[config.mk]
export PLATFORM = sky130hd
export DESIGN_NAME = nvram_backup_ctrl_flat
export DESIGN_NICKNAME = d
export VERILOG_FILES = /design/src/rtl/nvram_backup_ctrl_if.sv /design/src/rtl/nvram_backup_ctrl.sv /design/src/flat_wrapper.sv
export SDC_FILE = /design/constraint.sdc
export NUM_CORES = 1
export LEC_CHECK = 0
export BUFFER_PORTS_ARGS = -buffer_cell sky130_fd_sc_hd__buf_2
export CELL_PAD_IN_SITES_DETAIL_PLACEMENT = 1
export CELL_PAD_IN_SITES_GLOBAL_PLACEMENT = 2
export CORE_MARGIN = 1
export CORE_UTILIZATION = 19
export DETAILED_ROUTE_END_ITERATION = 8
export GPL_TIMING_DRIVEN = 0
export PLACE_DENSITY = 0.88
export SLEW_MARGIN = 10
export SYNTH_ARGS = -nofsm -noshare
export SYNTH_HDL_FRONTEND = slang
export SYNTH_SLANG_ARGS = --single-unit
[constraint.sdc]
create_clock -name clk_sys -period 4 [get_ports clk_sys]
set_input_delay 0.6 -clock clk_sys [delete_from_list [all_inputs] [get_ports clk_sys]]
set_output_delay 0.6 -clock clk_sys [all_outputs]
set_load 0.02 [all_outputs]
[src/rtl/nvram_backup_ctrl_if.sv]
`default_nettype none
// ============================================================================
// Module   : nvram_backup_ctrl_if
// Brief    : HPS SD sector handshake between the backup controller and hps_io.
// Revision : 1.0 - initial release
// ============================================================================
interface nvram_backup_ctrl_if #(
    parameter int LBA_W = 32
);
    logic [LBA_W-1:0] sd_lba;
    logic             sd_rd;
    logic             sd_wr;
    logic             sd_ack;

    modport master (
        output sd_lba,
        output sd_rd,
        output sd_wr,
        input  sd_ack
    );

    modport slave (
        input  sd_lba,
        input  sd_rd,
        input  sd_wr,
        output sd_ack
    );
endinterface
`default_nettype wire

[src/rtl/nvram_backup_ctrl.sv]
`default_nettype none
// ============================================================================
// Module   : nvram_backup_ctrl
// Brief    : Sequences cartridge NVRAM load/save between the 32 KB buffer and
//            the HPS SD sector interface (manual, auto-load, OSD autosave).
// Revision : 1.0 - initial release
// ============================================================================
module nvram_backup_ctrl #(
    parameter int SECTORS_LOG2 = 6,
    parameter int LBA_W        = 32
) (
    input  wire logic        clk_sys,
    input  wire logic        reset,
    input  wire logic        cart_download,
    input  wire logic        img_mounted,
    input  wire logic        img_readonly,
    input  wire logic [63:0] img_size,
    input  wire logic        osd_status,
    input  wire logic        load_req,
    input  wire logic        save_req,
    input  wire logic        autosave_en,
    input  wire logic        nvram_we,
    nvram_backup_ctrl_if.master sd,
    output logic             bk_ena,
    output logic             bk_loading,
    output logic             bk_state,
    output logic             bk_pending
);

    localparam logic [0:0] c_S_IDLE = 1'b0;
    localparam logic [0:0] c_S_XFER = 1'b1;

    logic [0:0]              r_state;
    logic [SECTORS_LOG2-1:0] r_lba;
    logic                    r_rd;
    logic                    r_wr;
    logic                    r_bk_ena;
    logic                    r_loading;
    logic                    r_busy;
    logic                    r_pending;
    logic                    r_dl_d;
    logic                    r_l_d;
    logic                    r_s_d;
    logic                    r_ack_d;

    logic w_l;
    logic w_s;
    logic w_dl_rise;
    logic w_dl_fall;
    logic w_load_trig;
    logic w_save_trig;
    logic w_ack_rise;
    logic w_ack_fall;

    // Triggers are gated by bk_ena before edge detection, so enabling a level
    // that is already high also counts as an edge.
    assign w_l         = load_req & r_bk_ena;
    assign w_s         = (save_req | (r_pending & osd_status & autosave_en)) & r_bk_ena;
    assign w_dl_rise   = cart_download & ~r_dl_d;
    assign w_dl_fall   = ~cart_download & r_dl_d;
    assign w_load_trig = (w_l & ~r_l_d) | (w_dl_fall & (img_size != 64'd0) & r_bk_ena);
    assign w_save_trig = w_s & ~r_s_d;
    assign w_ack_rise  = sd.sd_ack & ~r_ack_d;
    assign w_ack_fall  = ~sd.sd_ack & r_ack_d;

    always_ff @(posedge clk_sys) begin
        if (reset) begin
            r_state   <= c_S_IDLE;
            r_lba     <= '0;
            r_rd      <= 1'b0;
            r_wr      <= 1'b0;
            r_bk_ena  <= 1'b0;
            r_loading <= 1'b0;
            r_busy    <= 1'b0;
            r_pending <= 1'b0;
            r_dl_d    <= 1'b0;
            r_l_d     <= 1'b0;
            r_s_d     <= 1'b0;
            r_ack_d   <= 1'b0;
        end else begin
            r_dl_d  <= cart_download;
            r_l_d   <= w_l;
            r_s_d   <= w_s;
            r_ack_d <= sd.sd_ack;

            // A mount seen in the same cycle as the download start still enables.
            if (w_dl_rise) begin
                r_bk_ena <= 1'b0;
            end
            if (cart_download & img_mounted & ~img_readonly) begin
                r_bk_ena <= 1'b1;
            end

            if (r_bk_ena & ~osd_status & nvram_we) begin
                r_pending <= 1'b1;
            end else if (r_busy) begin
                r_pending <= 1'b0;
            end

            case (r_state)
                c_S_IDLE: begin
                    if (w_load_trig | w_save_trig) begin
                        r_state   <= c_S_XFER;
                        r_busy    <= 1'b1;
                        r_lba     <= '0;
                        r_loading <= w_load_trig;
                        r_rd      <= w_load_trig;
                        r_wr      <= ~w_load_trig;
                    end
                end
                c_S_XFER: begin
                    if (w_ack_rise & (r_rd | r_wr)) begin
                        r_rd <= 1'b0;
                        r_wr <= 1'b0;
                    end else if (w_ack_fall) begin
                        if (&r_lba) begin
                            r_state   <= c_S_IDLE;
                            r_busy    <= 1'b0;
                            r_loading <= 1'b0;
                        end else begin
                            r_lba <= r_lba + SECTORS_LOG2'(1);
                            r_rd  <= r_loading;
                            r_wr  <= ~r_loading;
                        end
                    end
                end
                default: r_state <= c_S_IDLE;
            endcase
        end
    end

    assign sd.sd_lba  = {{(LBA_W-SECTORS_LOG2){1'b0}}, r_lba};
    assign sd.sd_rd   = r_rd;
    assign sd.sd_wr   = r_wr;
    assign bk_ena     = r_bk_ena;
    assign bk_loading = r_loading;
    assign bk_state   = r_busy;
    assign bk_pending = r_pending;

endmodule
`default_nettype wire
[src/flat_wrapper.sv]
// flat-port wrapper written by rule: the top's interface ports become plain ports
module nvram_backup_ctrl_flat 
#(
    parameter int SECTORS_LOG2 = 6,
    parameter int LBA_W        = 32
)
  (clk_sys, reset, cart_download, img_mounted, img_readonly, img_size, osd_status, load_req, save_req, autosave_en, nvram_we, bk_ena, bk_loading, bk_state, bk_pending, sd_sd_lba, sd_sd_rd, sd_sd_wr, sd_sd_ack);
  nvram_backup_ctrl_if #(.LBA_W(LBA_W)) sd_i ();
  input  wire logic clk_sys;
  input  wire logic reset;
  input  wire logic cart_download;
  input  wire logic img_mounted;
  input  wire logic img_readonly;
  input  wire logic [63:0] img_size;
  input  wire logic osd_status;
  input  wire logic load_req;
  input  wire logic save_req;
  input  wire logic autosave_en;
  input  wire logic nvram_we;
  output logic bk_ena;
  output logic bk_loading;
  output logic bk_state;
  output logic bk_pending;
  output wire logic [$bits(sd_i.sd_lba)-1:0] sd_sd_lba;
  output wire logic [$bits(sd_i.sd_rd)-1:0] sd_sd_rd;
  output wire logic [$bits(sd_i.sd_wr)-1:0] sd_sd_wr;
  input wire logic [$bits(sd_i.sd_ack)-1:0] sd_sd_ack;
  assign sd_sd_lba = sd_i.sd_lba;
  assign sd_sd_rd = sd_i.sd_rd;
  assign sd_sd_wr = sd_i.sd_wr;
  assign sd_i.sd_ack = sd_sd_ack;
  nvram_backup_ctrl #(.SECTORS_LOG2(SECTORS_LOG2), .LBA_W(LBA_W)) u_core (.clk_sys(clk_sys), .reset(reset), .cart_download(cart_download), .img_mounted(img_mounted), .img_readonly(img_readonly), .img_size(img_size), .osd_status(osd_status), .load_req(load_req), .save_req(save_req), .autosave_en(autosave_en), .nvram_we(nvram_we), .sd(sd_i), .bk_ena(bk_ena), .bk_loading(bk_loading), .bk_state(bk_state), .bk_pending(bk_pending));
endmodule
---- Yosys cells after proc, flatten, opt, wreduce, memory -nomap -nowiden ----
Cells that the tools add are included.
storage, ports and cells
  flip-flop bits (word level) ............. 17
  memories kept ........................... 0
  bits of input ports ..................... 75
  bits in latches ......................... 0
  memory bits (read-only) ................. 0
  RAM bits ................................ 0
cells by class
  add/sub/neg operators ................... 1
  eq/ne operators ......................... 7
  multipliers ............................. 0
  shift operators ......................... 0
  magnitude comparators ................... 0
  reductions and logical operators ........ 7
  bitwise operators ....................... 32
  muxes and demuxes ....................... 30
  div/mod/pow operators ................... 0
operators by type and width
  kind                                                                      count
  64-bit nonzero test                                                       1
  6-bit two-way mux                                                         4
  1-bit two-way mux                                                         20
  1-bit bitwise AND                                                         17
  6-bit case mux with 2 select lines                                        1
  1-bit NOT                                                                 11
  1-bit case mux with 2 select lines                                        5
  2-bit inequality test (second input constant)                             4
  4-bit AND reduction                                                       2
  6-bit by 1-bit adder with 6-bit output (second input constant)            1
  3-bit inequality test (second input constant)                             2
  6-bit AND reduction                                                       1
  1-bit OR                                                                  4
  2-bit nonzero test                                                        2
  3-bit AND reduction                                                       1
  2-bit by 1-bit inequality test with 1-bit output (second input constant)  1

---- Longest topological paths before layout ----
Gate-level depths: netlist (run 1).
  depth in word-level cells ............... 8
  gate-level depth with buffers ........... 6
  depth with buffers taken out ............ 5

---- Worst setup path before layout (run 1) ----
No wires, ideal clock.
  path kind ............................... input to register
  from .................................... in img_size[31]
  to ...................................... reg u_core.r_state
  stages on the path ...................... 5
  required time ........................... 3.884 ns
  buffers on the path ..................... 0
  arrival time ............................ 1.950 ns
  slack ................................... 1.934 ns
  library setup time ...................... 0.116 ns
  path through ............................ nor4_1 nand4_1 or4_4 a21o_1 and3_2
on the way
  longest elaborated chain between the ends .. 7
ends and longest elaborated chain
  element                             RTL line                  RTL
  start, declared                     flat_wrapper.sv:14        input wire logic [63:0] img_size;
  64-bit nonzero test                 nvram_backup_ctrl.sv:61   assign w_load_trig = (w_l & ~r_l_d) | (w_dl_fall & (img_size != 64'd0) & r_bk_ena);
  1-bit bitwise AND (2 in a row)      nvram_backup_ctrl.sv:61
  1-bit OR                            nvram_backup_ctrl.sv:61
  1-bit OR                            nvram_backup_ctrl.sv:102  if (w_load_trig | w_save_trig) begin
  1-bit two-way mux                   nvram_backup_ctrl.sv:102
  1-bit case mux with 2 select lines  nvram_backup_ctrl.sv:100  case (r_state)
  end signal, assigned                nvram_backup_ctrl.sv:68   r_state <= c_S_IDLE;
  end signal, assigned                nvram_backup_ctrl.sv:103  r_state <= c_S_XFER;
  end signal, assigned                nvram_backup_ctrl.sv:117  r_state <= c_S_IDLE;
  end, declared                       nvram_backup_ctrl.sv:33   logic [0:0] r_state;
Every way passes these cells.
A chain may end at the register's enable or synchronous reset.

---- Worst setup path after layout (run 1) ----
  from .................................... in img_size[35]
  to ...................................... reg u_core.r_lba[2]
on the way
  longest elaborated chain between the ends .. 7
ends and longest elaborated chain
  element                                                            RTL line                  RTL
  64-bit nonzero test                                                nvram_backup_ctrl.sv:61
  1-bit bitwise AND (2 in a row)                                     nvram_backup_ctrl.sv:61
  1-bit OR                                                           nvram_backup_ctrl.sv:61
  1-bit OR                                                           nvram_backup_ctrl.sv:102
  2-bit by 1-bit inequality test with 1-bit output (no source line)  n/a
  4-bit AND reduction (no source line)                               n/a
  end signal, assigned                                               nvram_backup_ctrl.sv:121  r_lba <= r_lba + SECTORS_LOG2'(1);
  end, declared                                                      nvram_backup_ctrl.sv:34   logic [SECTORS_LOG2-1:0] r_lba;
Every way passes these cells.

==> results.json, run 1 <==
{
  "slowest_delay_ps": 530,
  "antenna_found_initial": 0,
  "r2r-end": "u_core.r_lba[5]",
  "max_slew_margin_pct": 48.2,
  "grt_max_degree": 11,
  "hold_path_startpoint": "u_core.sd.sd_wr",
  "crit_path_start_kind": "input port",
  "synth_area_leaders": "dfxtp_1 28%, buf_4 16%, nor4_1 8.9%",
  "grt-ovfl-total": 0,
  "p_per_area_nw_per_um2": 232,
  "htree_levels": 1,
  "synthDominantAreaCellType": "dfxtp_1",
  "firstDrtPassIters": 4,
  "grt_pass1_vias": 1397,
  "ctsHoldBuffers": 0,
  "ys_seq_area_share_pct": 28.3,
  "synth_most_common_cell": "buf_4",
  "finalCriticalPeriod_ps": 2100,
  "syn_inst": 144,
  "timing_hold_violations_final": 0,
  "synth_warnings": 0,
  "avgSynthCellArea_um2": 8.34,
  "die_h_um": 81.5,
  "period_share_pct": 52.5,
  "die_area_um2": 6640,
  "r2r_setup_slack_ps": 1980,
  "ys_types": 38,
  "cts_sinks": 17,
  "wl_per_cell_um": 12.2,
  "layout.nets": 336,
  "yosys-top-cells-count": "26 x buf_4, 17 x dfxtp_1, 17 x nor4_1",
  "end_kind": "register",
  "die_w_um": 81.5,
  "yosysTopAreaCellShare_pct": 28.3,
  "finalSetupTns_ps": 0,
  "clk_pin_slew_ps": 70,
  "insertion_delay_ps": 250,
  "slowest_stage": "or4_4",
  "route.detailed.drc": 0,
  "core_area_um2": 6030,
  "wl_um": 4060,
  "max-cap-violations": 0,
  "io_buffers": 86,
  "insertedDiodeCount": 0,
  "hpwl_um": 3470,
  "cts.path.max_buffers": 2,
  "rsz0062_at_grt": "no",
  "cts_made_buffers": 3,
  "groute.usage.overall_pct": 11.5,
  "min_to": "u_core.sd.sd_wr",
  "crit_family": "simple AND/OR/NAND/NOR gates",
  "power_uw": 433,
  "r2r_cells": 5,
  "synth_ff_type": "dfxtp_1",
  "status": "complete, no violations",
  "path_class": "input port to register",
  "postRouteAntennaNets": 0,
  "cts.repair.resized": 0,
  "setup_viol": 0,
  "synth_edf_count": 0,
  "cts_root_buf": "clkbuf_8",
  "synth_seq_cells": 17,
  "drive_above_1_share_pct": 47.5,
  "fillers": 780,
  "p_leak_nw": 0.939,
  "fmax_mhz": 476,
  "r2r_start": "u_core.r_lba[0]",
  "vdd_drop_max_mv": 0.124,
  "async_flop_share_pct": 0,
  "critPathMaxFanout": 4,
  "whs_path_depth": 2,
  "finalMaxSlewViolations": 0,
  "cp.required_ps": 4170,
  "vias": 1473,
  "path_cells": "buf_2, nor4_1, nand4_1, or4_4, a21o_1, a311oi_2",
  "skew_ps": 2.99,
  "num_rows": 28,
  "post-cts-setup-buffers": 0,
  "cts_tree": "built",
  "drt-initial-drc-count": 31,
  "area_growth_pct": 55.3,
  "arrival_ps": 2270,
  "grt_pass1_wl_um": 5960,
  "hold_path.class": "register to register",
  "synth_area_um2": 1200,
  "initial_core_util_pct": 19.9,
  "place.gp.congestion": 0.765,
  "ios": 113,
  "worst-path-buf-inv": 1,
  "tightest_slew_ps": 770,
  "vias_per_cell": 4.41
}
-- layer usage --
| metal | global-route usage (%) | vias to the layer above | share of wire, % |
|---|---|---|---|
| li1 | - | 731 | - |
| met1 | 11.9 | 662 | 38 |
| met2 | 23.8 | 78 | 50 |
| met3 | 2.11 | 2 | 11 |
| met4 | 1.61 | 0 | 0.12 |
| met5 | 0 | - | 0 |
-- worst max path at each step --
| stage | from | endpoint | slack, ps | depth (start not counted) |
|---|---|---|---|---|
| 6_report | img_size[35] | u_core.r_lba[2] | 1900 | 6 |
| 5_1_grt | img_size[50] | u_core.sd.sd_wr | 1620 | 6 |
| 4_1_cts | img_size[17] | u_core.r_lba[2] | 1850 | 6 |
| 3_5_place_dp | img_size[17] | u_core.r_lba[2] | 1610 | 6 |
| 3_3_place_gp | img_size[17] | u_core.r_lba[2] | 1610 | 6 |
| 2_1_floorplan | img_size[31] | u_core.r_state | 1930 | 5 |
-- worst reg2reg max path: cells and delay by family, from the launching register on --
kind / cells / cell delay (ps)
AOI/OAI and AO/OA: 2 / 610
adders and majority gates: 1 / 330
DFF: 1 / 370
and+or+nand+nor: 2 / 640
-- layout make-up --
| type | count | area, um^2 | area share [%] |
|---|---|---|---|
| Multi-Input combinational cell | 114 | 714 | 38.3 |
| Inverter | 9 | 33.8 | 1.81 |
| Clock inverter | 1 | 5.00 | 0.268 |
| Timing Repair Buffer | 86 | 430 | 23.1 |
| Tap cell | 75 | 93.8 | 5.03 |
| Buffer | 29 | 206 | 11.1 |
| Clock buffer | 3 | 41.3 | 2.21 |
| Sequential cell | 17 | 340 | 18.2 |
-- power breakdown --
part,internal [mW],switching [mW],total (mW)
Combinational,0.0587,0.0652,0.124
Clock,0.0691,0.0606,0.130
Sequential,0.175,0.00427,0.180
-- sequential cells by signal, summed over array words and instances (netlist names) --
signal	cells
u_core.bk_loading	1
u_core.r_ack_d	1
u_core.r_s_d	1
u_core.r_lba	6
u_core.r_dl_d	1
u_core.r_l_d	1
u_core.bk_pending	1
u_core.sd.sd_wr	1
u_core.r_state	1
u_core.bk_state	1
u_core.sd.sd_rd	1
u_core.bk_ena	1
-- stage by stage --
step	setup WS, ps	hold slack, ps	cell area [um^2]	utilization (%)	std cells
2_1_floorplan	1930	517	1290	-	169
3_3_place_gp	1610	470	1820	30.2	330
3_5_place_dp	1610	478	1820	30.2	330
4_1_cts	1850	486	1870	31.0	334
5_1_grt	1620	509	1870	31.0	334
6_report	1900	478	1870	31.0	334
-- layout by cell type (no fill, tap or decap), types with 2 or more instances in the layout --
master and count:
dfxtp_1 17, inv_1 9, o21ai_0 3, and3_1 2, clkbuf_1 2, and3b_1 2
a21o_1 4, nor2_1 4, nor4_1 17, xnor2_1 2, clkbuf_8 3, nand2_1 6
nand4_1 8, buf_2 86, o2111ai_1 4, conb_1 26, a21oi_1 3, o32ai_1 2
nand3b_1 4, buf_4 26, nand3_1 5, a31oi_1 5
-- kinds of logic after synthesis --
kind of cell / share of synthesized area, %
compound gates: 20.5
mux: 0.833
flops: 28.3
xor+xnor: 1.46
buf+inv: 20.0
fa+ha+maj: 1.04
simple gates: 27.5
other cells: 0.312
No activity file was read; power rests on OpenSTA's default activity.
==> run 2, diff against run 1 <==
--- a/config.mk
+++ b/config.mk
@@ -5,14 +5,15 @@
 export SDC_FILE = /design/constraint.sdc
 export NUM_CORES = 1
 export LEC_CHECK = 0
+export ABC_AREA = 1
 export BUFFER_PORTS_ARGS = -buffer_cell sky130_fd_sc_hd__buf_2
 export CELL_PAD_IN_SITES_DETAIL_PLACEMENT = 1
 export CELL_PAD_IN_SITES_GLOBAL_PLACEMENT = 2
 export CORE_MARGIN = 1
-export CORE_UTILIZATION = 19
+export CORE_UTILIZATION = 17
 export DETAILED_ROUTE_END_ITERATION = 8
 export GPL_TIMING_DRIVEN = 0
-export PLACE_DENSITY = 0.88
+export PLACE_DENSITY = 0.84
 export SLEW_MARGIN = 10
 export SYNTH_ARGS = -nofsm -noshare
 export SYNTH_HDL_FRONTEND = slang
==> constraint.sdc (replaced) <==
create_clock -name clk_sys -period 2.1 [get_ports clk_sys]
set_input_delay 0.315 -clock clk_sys [delete_from_list [all_inputs] [get_ports clk_sys]]
set_output_delay 0.315 -clock clk_sys [all_outputs]
set_load 0.02 [all_outputs]
==> run 2 against run 1 <==
Area after synthesis up 9.8%. Register-to-register slack worse by 1600 ps. Sequential share of layout area is 1.3 points lower. Count of clock-buffer cells in the layout rose by 1. Total power up 120%. Critical path type is now register to register. Highest routed layer unchanged.
==> results.json, run 2 <==
{
  "final_common_cell": "buf_2",
  "grt_pass1_vias": 1639,
  "vias_per_cell": 3.67,
  "cp.required_ps": 2260,
  "area_growth_pct": 52.2,
  "p_leak_nw": 1.05,
  "p_per_area_nw_per_um2": 469,
  "synthDominantAreaCellType": "dfxtp_1",
  "worst-path-buf-inv": 2,
  "syn_inst": 220,
  "rsz0062_at_grt": "no",
  "die_w_um": 90.1,
  "top_register": "u_core.r_lba",
  "path_cells": "ha_1, nand2_1, nor2_1, inv_1, nor2_2, inv_2, nor2_4, o21ai_2, or2_0, nand2_2, nand2_1, nand2_1, nor2_1",
  "layout_common_cells": "86 x buf_2, 62 x nor2_1, 45 x nand2_1, 26 x buf_4, 26 x conb_1",
  "grt-ovfl-total": 0,
  "synth_most_common_cell": "nor2_1",
  "layout.nets": 411,
  "grt_pass1_wl_um": 7120,
  "hpwl_um": 3600,
  "synth_seq_cells": 17,
  "vdd_drop_max_mv": 0.175,
  "antenna_found_initial": 0,
  "slowest_stage": "dfxtp_1",
  "status": "complete, no violations",
  "crit_top_cell": "nand2_1",
  "yosys-top-cells-count": "62 x nor2_1, 45 x nand2_1, 26 x buf_4",
  "async_flop_share_pct": 0,
  "cts.path.max_buffers": 2,
  "insertedDiodeCount": 0,
  "setup_viol": 0,
  "drive_above_1_share_pct": 38.0,
  "grt_max_degree": 11,
  "whs_path_depth": 3,
  "arrival_ps": 1880,
  "die_area_um2": 8110,
  "htree_levels": 1,
  "avgSynthCellArea_um2": 5.99,
  "route.detailed.drc": 0,
  "cts_sinks": 17,
  "place.gp.congestion": 0.733,
  "timing_hold_violations_final": 0,
  "crit_path_start_kind": "register",
  "firstDrtPassIters": 4,
  "r2r_cells": 13,
  "seqCellArea_um2": 340,
  "synth_edf_count": 0,
  "ios": 113,
  "end_kind": "register",
  "ys_seq_area_share_pct": 25.8,
  "slowest_delay_ps": 390,
  "wl_um": 4160,
  "cts_tree": "built",
  "synth_area_leaders": "dfxtp_1 26%, nor2_1 18%, buf_4 15%",
  "insertion_delay_ps": 260,
  "cts.repair.resized": 0,
  "final_core_util_pct": 27.2,
  "ctsHoldBuffers": 0,
  "fillers": 1010,
  "ys_types": 26,
  "crit_family": "simple AND/OR/NAND/NOR gates",
  "largest_register_ffs": 6,
  "multi_input_area_um2": 790,
  "finalMaxSlewViolations": 0,
  "clk_pin_slew_ps": 70,
  "wl_per_cell_um": 9.61,
  "synth_area_um2": 1320,
  "num_rows": 31,
  "postRouteAntennaNets": 0,
  "drt-initial-drc-count": 15,
  "vias": 1587,
  "io_buffers": 85,
  "skew_ps": 4.62,
  "power_uw": 942,
  "cts_root_buf": "clkbuf_8",
  "initial_core_util_pct": 17.9,
  "finalCriticalPeriod_ps": 1720,
  "synth_warnings": 0,
  "core_area_um2": 7370,
  "yosysTopAreaCellShare_pct": 25.8,
  "post-cts-setup-buffers": 0,
  "period_share_pct": 81.9,
  "cts_made_buffers": 3,
  "path_class": "register to register",
  "critical_path_depth": 13,
  "fmax_mhz": 582,
  "finalSetupTns_ps": 0,
  "synth_ff_type": "dfxtp_1",
  "groute.usage.overall_pct": 10.5,
  "critPathMaxFanout": 5,
  "hold_path.class": "input port to register",
  "max-cap-violations": 0,
  "die_h_um": 90.1
}
-- run 2: tightest hold or removal path, delay by kind of cell --
family,cells,cell delay [ps]
buf+inv,1,80
simple gates,2,130
-- run 2: cell type report --
cell class	count	share of cell area, %
Buffer	29	10.7
Tap cell	99	6.17
Inverter	18	3.37
Sequential cell	17	17.0
Multi-Input combinational cell	181	39.3
Clock buffer	4	2.24
Timing Repair Buffer	85	21.2
-- run 2: power by group --
part / switching (mW) / leakage, nW / internal (mW)
logic: 0.175 / 0.893 / 0.142
registers: 0.0225 / 0.139 / 0.346
clock network: 0.121 / 0.0228 / 0.135
-- run 2: layer usage --
metal / global-route usage (%) / vias up / routed length, um / part of all wire (%)
li1: - / 853 / - / -
met1: 11.2 / 682 / 1700 / 41
met2: 20.4 / 47 / 2200 / 53
met3: 2.28 / 5 / 226 / 5.4
met4: 2.82 / 0 / 39 / 0.94
met5: 0 / - / 0 / 0
-- run 2: metrics by stage --
step | setup WS (ps) | cell area [um^2] | std cells | hold slack (ps)
after floorplan | 384 | 1410 | 245 | 440
after global placement | 382 | 1960 | 429 | 481
after detailed placement | 371 | 1960 | 429 | 492
after CTS | 356 | 2010 | 433 | 294
after global routing | 138 | 2010 | 433 | 310
final | 381 | 2010 | 433 | 301
-- run 2: kinds of logic (layout without fill, tap and decap cells) --
group | Yosys count | in the layout | synth area share [%]
fa+ha+maj | 1 | 1 | 0.949
simple gates | 134 | 134 | 43.5
compound gates | 20 | 20 | 8.07
buf+inv | 47 | 136 | 21.4
flops | 17 | 17 | 25.8
other cells | 1 | 26 | 0.284
-- run 2: final timing paths --
| check | from | to | slack (ps) |
|---|---|---|---|
| worst max-delay path | u_core.r_lba[0] | u_core.sd.sd_rd | 380 |
| worst min-delay path | load_req | u_core.r_l_d | 300 |
| worst min register to register | u_core.bk_pending | u_core.bk_pending | 490 |
| worst max register to register | u_core.r_lba[0] | u_core.sd.sd_rd | 380 |
==> run 3, diff against run 2 <==
--- a/config.mk
+++ b/config.mk
@@ -10,10 +10,10 @@
 export CELL_PAD_IN_SITES_DETAIL_PLACEMENT = 1
 export CELL_PAD_IN_SITES_GLOBAL_PLACEMENT = 2
 export CORE_MARGIN = 1
-export CORE_UTILIZATION = 17
+export CORE_UTILIZATION = 15
 export DETAILED_ROUTE_END_ITERATION = 8
 export GPL_TIMING_DRIVEN = 0
-export PLACE_DENSITY = 0.84
+export PLACE_DENSITY = 0.79
 export SLEW_MARGIN = 10
 export SYNTH_ARGS = -nofsm -noshare
 export SYNTH_HDL_FRONTEND = slang
==> constraint.sdc (replaced) <==
create_clock -name clk_sys -period 1.4 [get_ports clk_sys]
set_input_delay 0.21 -clock clk_sys [delete_from_list [all_inputs] [get_ports clk_sys]]
set_output_delay 0.21 -clock clk_sys [all_outputs]
set_load 0.02 [all_outputs]
==> run 3 against run 2 <==
The flow now finishes with violations (negative setup slack). Combinational power up 57%. Sequential power up 50%. Critical path depth unchanged. Hold slack worse by 110 ps. Critical path type unchanged. Cell count up 2.8%. Largest power group unchanged.
==> results.json, run 3 (synthesis gave the netlist of run 2 again) <==
{
  "status": "complete, but fails checks",
  "violations": "negative setup slack",
  "seqCellArea_um2": 349,
  "grt_pass1_vias": 1700,
  "use_met1_pct": 11.3,
  "top_register": "u_core.r_lba",
  "met3_usage_pct": 1.50,
  "grt-ovfl-total": 0,
  "stdcell_area_um2": 2090,
  "arrival_ps": 1740,
  "pwr-share-seq_pct": 38.7,
  "finalCriticalPeriod_ps": 1590,
  "clk_pin_slew_ps": 70,
  "cts_sinks": 17,
  "grt-busiest-layer": "met2",
  "drt-initial-drc-count": 31,
  "timing_hold_violations_final": 0,
  "groute.usage.overall_pct": 10.0,
  "grt_pass1_wl_um": 7270,
  "instances_no_fill": 445,
  "end_kind": "register",
  "power.switching_uw": 482,
  "rsz0062_at_grt": "yes",
  "cts_tree": "built",
  "wl_per_cell_um": 9.71,
  "grt_max_degree": 11,
  "pwr-share-comb_pct": 34.8,
  "vias_per_cell": 3.77,
  "dp.cells": 435,
  "hold_path.class": "input port to register",
  "cts_root_buf": "clkbuf_8",
  "max-cap-violations": 0,
  "final_common_cell": "buf_2",
  "die_w_um": 95.8,
  "vdd_drop_max_mv": 0.274,
  "wl_um": 4320,
  "dpl_cell_area_um2": 1990,
  "layout_common_cells": "86 x buf_2, 61 x nor2_1, 44 x nand2_1, 32 x buf_4, 26 x conb_1",
  "clockPowerShare_pct": 26.4,
  "path_class": "register to register",
  "power_mw": 1.43,
  "gr-usage-met2_pct": 19.7,
  "core_area_um2": 8380,
  "skew_ps": 3.96,
  "cp.required_ps": 1550,
  "htree_levels": 1,
  "crit_path_start_kind": "register",
  "cts.path.max_buffers": 2,
  "fillers": 1120,
  "area_growth_pct": 58.2,
  "die_h_um": 95.8,
  "cts_made_buffers": 3,
  "period_share_pct": 114,
  "critPathMaxFanout": 4,
  "num_rows": 33,
  "antenna_found_initial": 0,
  "io_buffers": 85,
  "finalMaxSlewViolations": 0,
  "postRouteAntennaNets": 0,
  "multi_input_area_um2": 807,
  "p_int_uw": 947,
  "setup_viol": 11,
  "insertion_delay_ps": 250,
  "route.detailed.drc": 0,
  "firstDrtPassIters": 4,
  "hpwl_um": 3780,
  "largest_register_ffs": 6,
  "vias": 1677,
  "die_area_um2": 9170,
  "initial_core_util_pct": 15.7,
  "timing.hold.ws_ps": 190,
  "place.gp.congestion": 0.687,
  "worst_slack_ps": -189,
  "fmax_mhz": 629,
  "layout.nets": 417,
  "insertedDiodeCount": 0,
  "drive_above_1_share_pct": 41.2,
  "swShare_pct": 33.7,
  "p_per_area_nw_per_um2": 685,
  "ios": 113,
  "p_leak_nw": 1.09
}
-- run 3: power groups by stage --
stage	clock network (mW)	logic, mW	registers (mW)
floorplan	0	0.278	0.598
global placement	0	0.473	0.568
detailed placement	0	0.483	0.568
CTS	0.397	0.499	0.553
global route	0.419	0.562	0.560
finish	0.378	0.497	0.554
-- run 3: path summary, 6_finish.rpt --
path,to,depth (start not counted),start,slack [ps]
max,u_core.sd.sd_wr,13,u_core.r_lba[0],-190
min,u_core.r_ack_d,3,sd_sd_ack,190
max reg2reg,u_core.sd.sd_wr,13,u_core.r_lba[0],-190
min reg2reg,u_core.bk_pending,2,u_core.bk_pending,470
-- run 3: repair_timing --
item,CTS,global route
hold buffers,0,0
resized for setup,1,3
setup buffers,5,1
endpoints found under the setup margin,10,11
pin swaps,0,1
-- run 3: final cells by class --
cell class,count,area share [%]
Buffer,29,10.3
Clock buffer,4,2.16
Inverter,18,3.24
Multi-Input combinational cell,181,38.7
Sequential cell,17,16.7
Tap cell,105,6.30
Timing Repair Buffer,91,22.6
-- run 3: metrics by stage --
stage	setup TNS, ps	setup slack [ps]	util (%)
after floorplan	-661	-148	-
after global placement	-1910	-216	23.7
after detailed placement	-2220	-250	23.7
after CTS	-1500	-200	24.7
after global routing	-2940	-325	24.9
final	-1380	-189	24.9
-- run 3: critical path: stages, from the launching register on --
cell     delay, ps
dfxtp_4        360
ha_4           140
nand2_2         50
nor2_2         100
inv_2           50
nor2_2          90
inv_2           50
nor2_4          90
o21ai_2         70
or2_0          220
nand2_2        100
nand2_1         60
nand2_1         60
nor2_2          40
-- run 3: routing by layer --
| layer | share of wire, % | vias up |
|---|---|---|
| met1 | 42 | 761 |
| met3 | 4.9 | 4 |
| met5 | 0 | - |
| li1 | - | 867 |
| met4 | 0.58 | 0 |
| met2 | 53 | 45 |
